<file path="config.mk">
export PLATFORM = sky130hd
export DESIGN_NAME = i2s_sound_out_flat
export DESIGN_NICKNAME = d
export VERILOG_FILES = /design/src/rtl/synth_out_pkg.sv /design/src/rtl/i2s_sound_out_if.sv /design/src/rtl/i2s_bit_timer.sv /design/src/rtl/i2s_sound_out.sv /design/src/flat_wrapper.sv
export SDC_FILE = /design/constraint.sdc
export NUM_CORES = 1
export LEC_CHECK = 0
export ABC_AREA = 1
export BUFFER_PORTS_ARGS = -buffer_cell sky130_fd_sc_hd__buf_4
export CAP_MARGIN = 20
export CORE_MARGIN = 2
export CORE_UTILIZATION = 35
export CTS_CLUSTER_DIAMETER = 50
export CTS_CLUSTER_SIZE = 25
export DETAILED_ROUTE_END_ITERATION = 8
export GPL_TIMING_DRIVEN = 0
export PLACE_DENSITY = 0.5
export SLEW_MARGIN = 20
export SYNTH_ARGS = -nofsm -noshare
export SYNTH_HDL_FRONTEND = slang
export SYNTH_SLANG_ARGS = --single-unit
</file>
<file path="constraint.sdc">
create_clock -name sCLK_XVXENVS -period 1.69 [get_ports sCLK_XVXENVS]
set_input_delay 0.169 -clock sCLK_XVXENVS [delete_from_list [all_inputs] [get_ports sCLK_XVXENVS]]
set_output_delay 0.169 -clock sCLK_XVXENVS [all_outputs]
set_load 0.01 [all_outputs]
</file>
<file path="src/rtl/synth_out_pkg.sv">
// Shared types and default geometry for the synth I2S output stage.
package synth_out_pkg;

  typedef enum logic [1:0] {
    IDLE = 2'd0,
    RUN  = 2'd1,
    MUTE = 2'd2
  } out_state_t;

  localparam int DATA_W_DEF   = 16;
  localparam int SLOT_W_DEF   = 32;
  localparam int BCLK_DIV_DEF = 4;
  localparam int FRAME_BITS   = 2 * SLOT_W_DEF;

  // Counter width that stays at least one bit for tiny ranges.
  function automatic int cnt_w(input int n);
    return (n > 1) ? $clog2(n) : 1;
  endfunction

endpackage

</file>
<file path="src/rtl/i2s_sound_out_if.sv">
// Mixer-side sample bus and codec-side I2S/status signals of the output stage.
interface i2s_sound_out_if
  import synth_out_pkg::*;
#(
  parameter int DATA_W = DATA_W_DEF
);
  logic [DATA_W-1:0] lsound_in;
  logic [DATA_W-1:0] rsound_in;
  logic              sample_stb;
  logic              mute;
  logic              oAUD_BCK;
  logic              oAUD_LRCK;
  logic              oAUD_DATA;
  logic              frame_tick;
  logic              underrun;
  logic              overrun;

  modport master (
    output lsound_in, rsound_in, sample_stb, mute,
    input  oAUD_BCK, oAUD_LRCK, oAUD_DATA, frame_tick, underrun, overrun
  );

  modport slave (
    input  lsound_in, rsound_in, sample_stb, mute,
    output oAUD_BCK, oAUD_LRCK, oAUD_DATA, frame_tick, underrun, overrun
  );
endinterface

</file>
<file path="src/rtl/i2s_bit_timer.sv">
// BCK divider and frame bit counter; fall marks the engine cycle whose edge drops BCK.
module i2s_bit_timer
  import synth_out_pkg::*;
#(
  parameter int SLOT_W   = SLOT_W_DEF,
  parameter int BCLK_DIV = BCLK_DIV_DEF,
  localparam int FB      = 2 * SLOT_W,
  localparam int BW      = cnt_w(FB),
  localparam int DW      = cnt_w(BCLK_DIV)
) (
  input  logic          clk,
  input  logic          rst_n,
  output logic          bck,
  output logic          lrck,
  output logic          fall,
  output logic          frame_start,
  output logic [BW-1:0] bit_idx
);

  logic [DW-1:0] div_cnt;
  logic [DW-1:0] div_next;
  logic [BW-1:0] bit_next;

  always_comb begin
    fall        = (div_cnt == DW'(BCLK_DIV - 1));
    div_next    = fall ? '0 : div_cnt + 1'b1;
    frame_start = fall && (bit_idx == BW'(FB - 1));
    bit_next    = bit_idx;
    if (fall) bit_next = (bit_idx == BW'(FB - 1)) ? '0 : bit_idx + 1'b1;
  end

  // BCK and LRCK are registered so they leave the block glitch-free.
  always_ff @(posedge clk or negedge rst_n) begin
    if (!rst_n) begin
      div_cnt <= '0;
      bit_idx <= '0;
      bck     <= 1'b0;
      lrck    <= 1'b0;
    end else begin
      div_cnt <= div_next;
      bck     <= (div_next >= DW'(BCLK_DIV / 2));
      if (fall) begin
        bit_idx <= bit_next;
        lrck    <= (bit_next >= BW'(SLOT_W));
      end
    end
  end

endmodule

</file>
<file path="src/rtl/i2s_sound_out.sv">
// Synth output stage: double-buffers mixer L/R samples and serialises them as I2S.
//  state | meaning
//  IDLE  | no sample seen since reset, frames carry zeros, no underrun reporting
//  RUN   | streaming pending samples, repeating the last frame on underrun
//  MUTE  | frames forced to zero, pending samples still consumed
module i2s_sound_out
  import synth_out_pkg::*;
#(
  parameter int DATA_W   = DATA_W_DEF,
  parameter int SLOT_W   = SLOT_W_DEF,
  parameter int BCLK_DIV = BCLK_DIV_DEF,
  localparam int BW      = cnt_w(2 * SLOT_W)
) (
  input  logic           sCLK_XVXENVS,
  input  logic           iRST_N,
  i2s_sound_out_if.slave aud
);

  logic          bck;
  logic          lrck;
  logic          fall;
  logic          frame_start;
  logic [BW-1:0] bit_idx;

  i2s_bit_timer #(
    .SLOT_W  (SLOT_W),
    .BCLK_DIV(BCLK_DIV)
  ) u_timer (
    .clk        (sCLK_XVXENVS),
    .rst_n      (iRST_N),
    .bck        (bck),
    .lrck       (lrck),
    .fall       (fall),
    .frame_start(frame_start),
    .bit_idx    (bit_idx)
  );

  out_state_t        state;
  logic [DATA_W-1:0] pend_l;
  logic [DATA_W-1:0] pend_r;
  logic [DATA_W-1:0] shift_l;
  logic [DATA_W-1:0] shift_r;
  logic              pend_valid;
  logic              data;
  logic              tick;
  logic              und;
  logic              ovr;
  logic              in_left;
  logic              in_right;

  // Windows are judged on the bit index being left, giving the one-BCK I2S delay.
  assign in_left  = (bit_idx < BW'(DATA_W));
  assign in_right = (bit_idx >= BW'(SLOT_W)) && (bit_idx < BW'(SLOT_W + DATA_W));

  always_ff @(posedge sCLK_XVXENVS or negedge iRST_N) begin
    if (!iRST_N) begin
      state      <= IDLE;
      pend_l     <= '0;
      pend_r     <= '0;
      pend_valid <= 1'b0;
      shift_l    <= '0;
      shift_r    <= '0;
      data       <= 1'b0;
      tick       <= 1'b0;
      und        <= 1'b0;
      ovr        <= 1'b0;
    end else begin
      tick <= 1'b0;
      und  <= 1'b0;
      ovr  <= aud.sample_stb && pend_valid && !frame_start;

      if (aud.sample_stb) begin
        pend_l     <= aud.lsound_in;
        pend_r     <= aud.rsound_in;
        pend_valid <= 1'b1;
      end else if (frame_start) begin
        pend_valid <= 1'b0;
      end

      // Shifters rotate, so a full word returns them to the loaded value for repeats.
      if (fall) begin
        if (in_left) begin
          data    <= shift_l[DATA_W-1];
          shift_l <= {shift_l[DATA_W-2:0], shift_l[DATA_W-1]};
        end else if (in_right) begin
          data    <= shift_r[DATA_W-1];
          shift_r <= {shift_r[DATA_W-2:0], shift_r[DATA_W-1]};
        end else begin
          data <= 1'b0;
        end
      end

      if (frame_start) begin
        tick <= 1'b1;
        if (state == IDLE) begin
          if (pend_valid) begin
            shift_l <= pend_l;
            shift_r <= pend_r;
            state   <= RUN;
          end
        end else if (aud.mute) begin
          shift_l <= '0;
          shift_r <= '0;
          state   <= MUTE;
        end else begin
          // Leaving MUTE takes effect on this same load, symmetric with entering it.
          state <= RUN;
          if (pend_valid) begin
            shift_l <= pend_l;
            shift_r <= pend_r;
          end else begin
            und <= 1'b1;
          end
        end
      end
    end
  end

  assign aud.oAUD_BCK   = bck;
  assign aud.oAUD_LRCK  = lrck;
  assign aud.oAUD_DATA  = data;
  assign aud.frame_tick = tick;
  assign aud.underrun   = und;
  assign aud.overrun    = ovr;

endmodule

</file>
<file path="src/flat_wrapper.sv">
// flat-port wrapper written by rule: the top's interface ports become plain ports
module i2s_sound_out_flat import synth_out_pkg::*;
#(
  parameter int DATA_W   = DATA_W_DEF,
  parameter int SLOT_W   = SLOT_W_DEF,
  parameter int BCLK_DIV = BCLK_DIV_DEF,
  localparam int BW      = cnt_w(2 * SLOT_W)
)
  (sCLK_XVXENVS, iRST_N, aud_lsound_in, aud_rsound_in, aud_sample_stb, aud_mute, aud_oAUD_BCK, aud_oAUD_LRCK, aud_oAUD_DATA, aud_frame_tick, aud_underrun, aud_overrun);
  i2s_sound_out_if #(.DATA_W(DATA_W)) aud_i ();
  input  logic sCLK_XVXENVS;
  input  logic iRST_N;
  input wire logic [$bits(aud_i.lsound_in)-1:0] aud_lsound_in;
  input wire logic [$bits(aud_i.rsound_in)-1:0] aud_rsound_in;
  input wire logic [$bits(aud_i.sample_stb)-1:0] aud_sample_stb;
  input wire logic [$bits(aud_i.mute)-1:0] aud_mute;
  output wire logic [$bits(aud_i.oAUD_BCK)-1:0] aud_oAUD_BCK;
  output wire logic [$bits(aud_i.oAUD_LRCK)-1:0] aud_oAUD_LRCK;
  output wire logic [$bits(aud_i.oAUD_DATA)-1:0] aud_oAUD_DATA;
  output wire logic [$bits(aud_i.frame_tick)-1:0] aud_frame_tick;
  output wire logic [$bits(aud_i.underrun)-1:0] aud_underrun;
  output wire logic [$bits(aud_i.overrun)-1:0] aud_overrun;
  assign aud_i.lsound_in = aud_lsound_in;
  assign aud_i.rsound_in = aud_rsound_in;
  assign aud_i.sample_stb = aud_sample_stb;
  assign aud_i.mute = aud_mute;
  assign aud_oAUD_BCK = aud_i.oAUD_BCK;
  assign aud_oAUD_LRCK = aud_i.oAUD_LRCK;
  assign aud_oAUD_DATA = aud_i.oAUD_DATA;
  assign aud_frame_tick = aud_i.frame_tick;
  assign aud_underrun = aud_i.underrun;
  assign aud_overrun = aud_i.overrun;
  i2s_sound_out #(.DATA_W(DATA_W), .SLOT_W(SLOT_W), .BCLK_DIV(BCLK_DIV)) u_core (.sCLK_XVXENVS(sCLK_XVXENVS), .iRST_N(iRST_N), .aud(aud_i));
endmodule
</file>
=== Word level (Yosys, flattened, before mapping) ===
Index checks and enable logic that the tools add are counted.

* Reduce and logical (&&, ||, !) cells: 8
* Add/sub/neg operators: 2
* Multiplexer cells: 28
* Magnitude comparators: 5
* Equality and inequality tests: 3

{| class="wikitable"
|+ Operators with widths
! kind !! count
|-
| two-way mux 16 bit || 13
|-
| greater-or-equal comparator 6 bit, second input constant || 2
|-
| two-way mux 6 bit || 2
|-
| two-way mux 1 bit || 9
|-
| two-way mux 2 bit || 4
|-
| adder 6 x 1 -> 6 bit, second input constant || 1
|-
| == test 6 bit, second input constant || 1
|-
| less-than comparator 6 x 5 -> 1 bit, second input constant || 1
|-
| less-than comparator 6 bit, second input constant || 1
|-
| logical AND 1 bit || 4
|-
| adder 2 x 1 -> 2 bit, second input constant || 1
|-
| == test 2 bit, second input constant || 1
|-
| greater-or-equal comparator 2 bit, second input constant || 1
|-
| logical NOT 2 bit || 1
|-
| != test 2 x 1 -> 1 bit, second input constant || 1
|-
| AND reduction 2 bit || 1
|-
| nonzero test 2 bit || 1
|-
| logical NOT 1 bit || 1
|}

* Register bits: 81
* Output and inout bits: 6
* Word-level logic and storage cells: 60
* Input bits: 36

=== Depth between registers and ports, before layout ===
* Depth in word-level cells: 9
* Mapped depth: 10
* Depth with buffers taken out: 8

=== Cells and area by module ===
Synthesis repeated with hierarchy kept, for this count alone.

* Cell total of the unflattened synthesis: 469
* Area total of the unflattened synthesis: 3731.1 um^2

{| class="wikitable"
|+ Modules (own cells, without submodules)
! module !! instances !! area an instance (um^2) !! cells each !! seq. area each (um^2)
|-
| i2s_sound_out || 1 || 3342.0 || 423 || 1776.7
|-
| i2s_bit_timer || 1 || 389.1 || 46 || 200.2
|}

=== Worst setup path after synthesis ===
No wires, ideal clock.

* Kind: register -> register
* Start: reg, netlist name u_core.u_timer.bck
* End: reg u_core.shift_r[10]
* Cell stages (with the launch flop): 10
* Clock period less this slack: 1572 ps
* Arrival time: 1455 ps
* Setup time: 117 ps
* Buffers on the path: 2
* Data required time: 1573 ps
* Setup slack: 118 ps
* Cell sequence: dfrtp_1 ha_1 buf_2 nand3_1 clkbuf_1 nand2_1 nand2_1 nand2_1 nand2_1 nor2_1

{| class="wikitable"
|+ RTL lines
! element !! line !! text
|-
| to (signal assigned) || i2s_sound_out.sv:87 || <nowiki>shift_r <= {shift_r[DATA_W-2:0], shift_r[DATA_W-1]};</nowiki>
|-
| to (signal assigned) || i2s_sound_out.sv:98 || <nowiki>shift_r <= pend_r;</nowiki>
|-
| to (signal assigned) || i2s_sound_out.sv:110 || <nowiki>shift_r <= pend_r;</nowiki>
|-
| to (decl) || i2s_sound_out.sv:42 || <nowiki>logic [DATA_W-1:0] shift_r;</nowiki>
|}

=== Worst setup path after layout ===
* Start: reg u_core.u_timer.bit_idx[4]
* End: reg u_core.shift_r[6]

* Longest elaborated chain between the ends: 9
* Elaborated cells on any way between the ends: 13
* Classes of those cells: order compare: 3; eq/ne: 1; mux: 7; reduce/logical: 2

{| class="wikitable"
|+ RTL lines
! element !! line !! text
|-
| from (decl) || i2s_bit_timer.sv:17 || <nowiki>output logic [BW-1:0] bit_idx</nowiki>
|-
| from (signal assigned) || i2s_bit_timer.sv:43 || <nowiki>bit_idx <= bit_next;</nowiki>
|-
| greater-or-equal comparator 6 bit / less-than comparator 6 bit (equally long branches) || i2s_sound_out.sv:53 || <nowiki>assign in_right = (bit_idx >= BW'(SLOT_W)) && (bit_idx < BW'(SLOT_W + DATA_W));</nowiki>
|-
| logical AND 1 bit || i2s_sound_out.sv:53 ||
|-
| two-way mux 16 bit || i2s_sound_out.sv:85 || <nowiki>end else if (in_right) begin</nowiki>
|-
| two-way mux 16 bit || i2s_sound_out.sv:82 || <nowiki>if (in_left) begin</nowiki>
|-
| two-way mux 16 bit || i2s_sound_out.sv:81 || <nowiki>if (fall) begin</nowiki>
|-
| two-way mux 16 bit || i2s_sound_out.sv:96, i2s_sound_out.sv:108 ||
|-
| two-way mux 16 bit || i2s_sound_out.sv:101 || <nowiki>end else if (aud.mute) begin</nowiki>
|-
| two-way mux 16 bit || i2s_sound_out.sv:95 || <nowiki>if (state == IDLE) begin</nowiki>
|-
| two-way mux 16 bit * || i2s_sound_out.sv:93 || <nowiki>if (frame_start) begin</nowiki>
|}

Mark *: on every way between the ends. The rest lies on a longest branch, timed or not.
A chain may end at the register's enable or synchronous reset.

==> results.py <==
metrics = {
    "status": {
        "outcome": "complete, no violations",
    },
    "synthesis": {
        "ys_seq_elements": 80,
        "synth_top_area_frac": 0.532,
        "yosysMostFrequentCell": "nand2_1",
        "synth_area_sq_um": 3760,
        "syn_inst": 520,
        "synth_edf_count": 0,
        "yosysTopAreaCell": "dfrtp_1",
        "syn_nets": 558,
        "yosysSeqAreaShare": 0.532,
        "synth_area_leaders": "dfrtp_1, nand2_1, nor2_1",
        "synth_cell_types": 19,
        "postSynth.asyncResetShare": 1.00,
        "ys_warn_count": 0,
        "syn_avg_cell_area_sq_um": 7.24,
        "yosys-top-cells-count": "nand2_1, dfrtp_1, nor2_1",
        "ys.flop_type": "dfrtp_1",
    },
    "setup_path": {
        "critPathBufInv": 2,
        "cp.depth": 7,
        "reg2reg_depth": 7,
        "startpoint_type": "flip-flop",
        "crit_top_cell": "nor2_1",
        "required_ns": 1.94,
        "critPathMaxStageDelay_ns": 0.51,
        "crit_slowest_cell": "dfrtp_1",
        "arrival_ns": 1.84,
        "crit_fanout": 7,
        "cp-end-kind": "flip-flop",
        "cp_top_family": "simple AND/OR/NAND/NOR gates",
        "cp_cell_sequence": "nand2_1 > nor2_4 > buf_12 > nand3_4 > buf_8 > nor2_1 > nor2_1",
        "path_class": "flip-flop to flip-flop",
    },
    "global_routing": {
        "grt_pass1_wl_um": 14600,
        "track_usage": 0.161,
        "grt.overflow.total": 0,
        "grt_max_degree": 81,
        "grt_pass1_vias": 2989,
        "antenna_found_initial": 0,
    },
    "power_and_ir_drop": {
        "max-vdd-ir-drop_uv": 445,
        "p_sw_mw": 0.884,
        "seqPwrFrac": 0.510,
        "clockPowerShare": 0.432,
        "p_comb_frac": 0.058,
        "p_int_mw": 3.07,
        "power_leakage_nw": 2.78,
        "switching_share": 0.223,
        "power_density_nw_per_um2": 819,
    },
    "placement": {
        "gp_congestion": 0.765,
        "postPlaceCellArea_sq_um": 4230,
        "dp_hpwl_um": 5590,
        "io_buffers": 40,
        "place_ws_ns": -0.171,
        "place_inst": 696,
    },
    "timing": {
        "fin_skew_ns": 0.0117,
        "fin_crit_sh": 0.944,
        "slew_viol_final": 0,
        "slew_headroom": 0.497,
        "setup_viol": 0,
        "hold_viol_final": 0,
        "layout_setup_ws_ns": 0.0952,
        "clock.fmax_mhz": 627,
        "fin_crit_ns": 1.59,
        "worst_pin_slew_ns": 0.755,
        "rsz0062_at_grt": "no",
    },
    "floorplan": {
        "die-area_sq_um": 11600,
        "row_count": 37,
        "initial_core_util": 0.363,
        "core-area_sq_um": 10400,
        "die_h_um": 108,
        "die_w_um": 108,
        "ios": 42,
    },
    "routing": {
        "drt_iter0_markers": 165,
        "drtPass1Iterations": 4,
        "ant_nets": 0,
        "wire_per_inst_um": 11.8,
        "via_per_inst": 4.43,
        "vias": 3248,
        "route.detailed.drc": 0,
        "wl_um": 8630,
    },
    "clock_network": {
        "tritoncts": "yes",
        "cts-root-buf": "clkbuf_8",
        "cts_inserted_buffers": 9,
        "numClockSinks": 80,
        "clkTransAtPathRegs_ns": 0.09,
        "insertion_delay_ns": 0.35,
        "htree_levels": 3,
        "max-clock-path-buffers": 2,
    },
    "cells_and_area": {
        "fin_nets": 630,
        "drive_gt1_frac": 0.149,
        "syn2layout_area_growth_pct": 28.4,
        "final_cells": 733,
        "antennaDiodeCount": 0,
        "final_cell_area_sq_um": 4830,
    },
    "run": {
        "cap_violations": 0,
    },
    "min_path": {
        "min_delay_path_depth": 3,
        "hold_path.class": "input pin to flip-flop",
    },
}
timing repair:
item,in CTS,in global routing
gates cloned,0,3
endpoints found under the hold margin,13,81
setup buffers,0,3
gates resized for setup,15,39
setup endpoints to repair,32,33
hold buffers,13,2
pin swaps,0,2
worst register-to-register path, cell delays in order, from the launching register on:
cell	delay, ns
dfrtp_1	0.51
nand2_1	0.16
nor2_4	0.17
buf_12	0.14
nand3_4	0.14
buf_8	0.19
nor2_1	0.13
nor2_1	0.06
cells by family (layout without fill, tap and decap cells):
family / after synthesis / count (layout) / synth area share
buffers and inverters: 72 / 148 / 0.0745
adders and majority gates: 2 / 2 / 0.00665
AOI/OAI and AO/OA: 10 / 10 / 0.0133
and+or+nand+nor: 356 / 357 / 0.374
DFF: 80 / 80 / 0.532
cell usage in the layout, fill, tap and decap left out, types with 4 or more instances in the layout:
cell type	count
buf_4	47
buf_6	5
dfrtp_1	80
o21ai_0	4
clkbuf_8	9
clkbuf_1	7
nand2_1	254
nand3_1	20
nor2_1	69
inv_1	47
a21oi_1	6
dlygate4sd3_1	15
state kept, by name, indices dropped and copies added, names as in the netlist, 2 cells and up:
signal	count
u_core.pend_r	16
u_core.pend_l	16
u_core.shift_r	16
u_core.u_timer.bit_idx	6
u_core.state	2
u_core.shift_l	16
final cells by class:
type / count / area, sq um
Tap cell: 136 / 170
Timing Repair Buffer: 60 / 522
Buffer: 24 / 174
Clock buffer: 9 / 124
Sequential cell: 80 / 2000
Fill cell: 1116 / 5540
Inverter: 48 / 185
Multi-Input combinational cell: 369 / 1540
Clock inverter: 7 / 120
metal layers:
metal  GRT usage  part of all wire
met1       0.227              0.51
met2       0.246              0.45
met3      0.0351             0.034
met4      0.0522             0.012
met5           0                 0
power groups by stage:
| stage | sequential, mW | combinational (mW) | clock (mW) |
|---|---|---|---|
| 6_report | 2.02 | 0.230 | 1.71 |
| 5_1_grt | 2.03 | 0.267 | 1.86 |
| 4_1_cts | 2.02 | 0.234 | 1.76 |
| 3_5_place_dp | 2.06 | 0.210 | 0 |
| 3_3_place_gp | 2.06 | 0.207 | 0 |
| 2_1_floorplan | 2.05 | 0.0795 | 0 |
worst paths after layout:
| kind | startpoint | end | slack (ns) |
|---|---|---|---|
| setup reg to reg | u_core.u_timer.bit_idx[4] | u_core.shift_r[6] | 0.1 |
| hold / removal | aud_lsound_in[5] | u_core.pend_l[5] | 0.01 |
| setup / recovery | u_core.u_timer.bit_idx[4] | u_core.shift_r[6] | 0.1 |
| min in group asynchronous | iRST_N | u_core.u_timer.bit_idx[0] | 0.41 |
| hold reg to reg | u_core.u_timer.div_cnt[0] | u_core.u_timer.div_cnt[0] | 0.43 |
| max in group asynchronous | iRST_N | u_core.pend_r[15] | 0.75 |
metrics by stage:
stage,util,hold slack [ns],power (mW),setup TNS (ns)
after floorplan,-,-0.127,2.13,0
after global placement,0.408,0.358,2.26,-3.20
after detailed placement,0.408,0.353,2.27,-3.48
after CTS,0.447,0.0000321,4.01,-0.0731
after global routing,0.466,0.00184,4.15,0
final,0.466,0.0120,3.96,0
(Power assumes the default switching activity.)
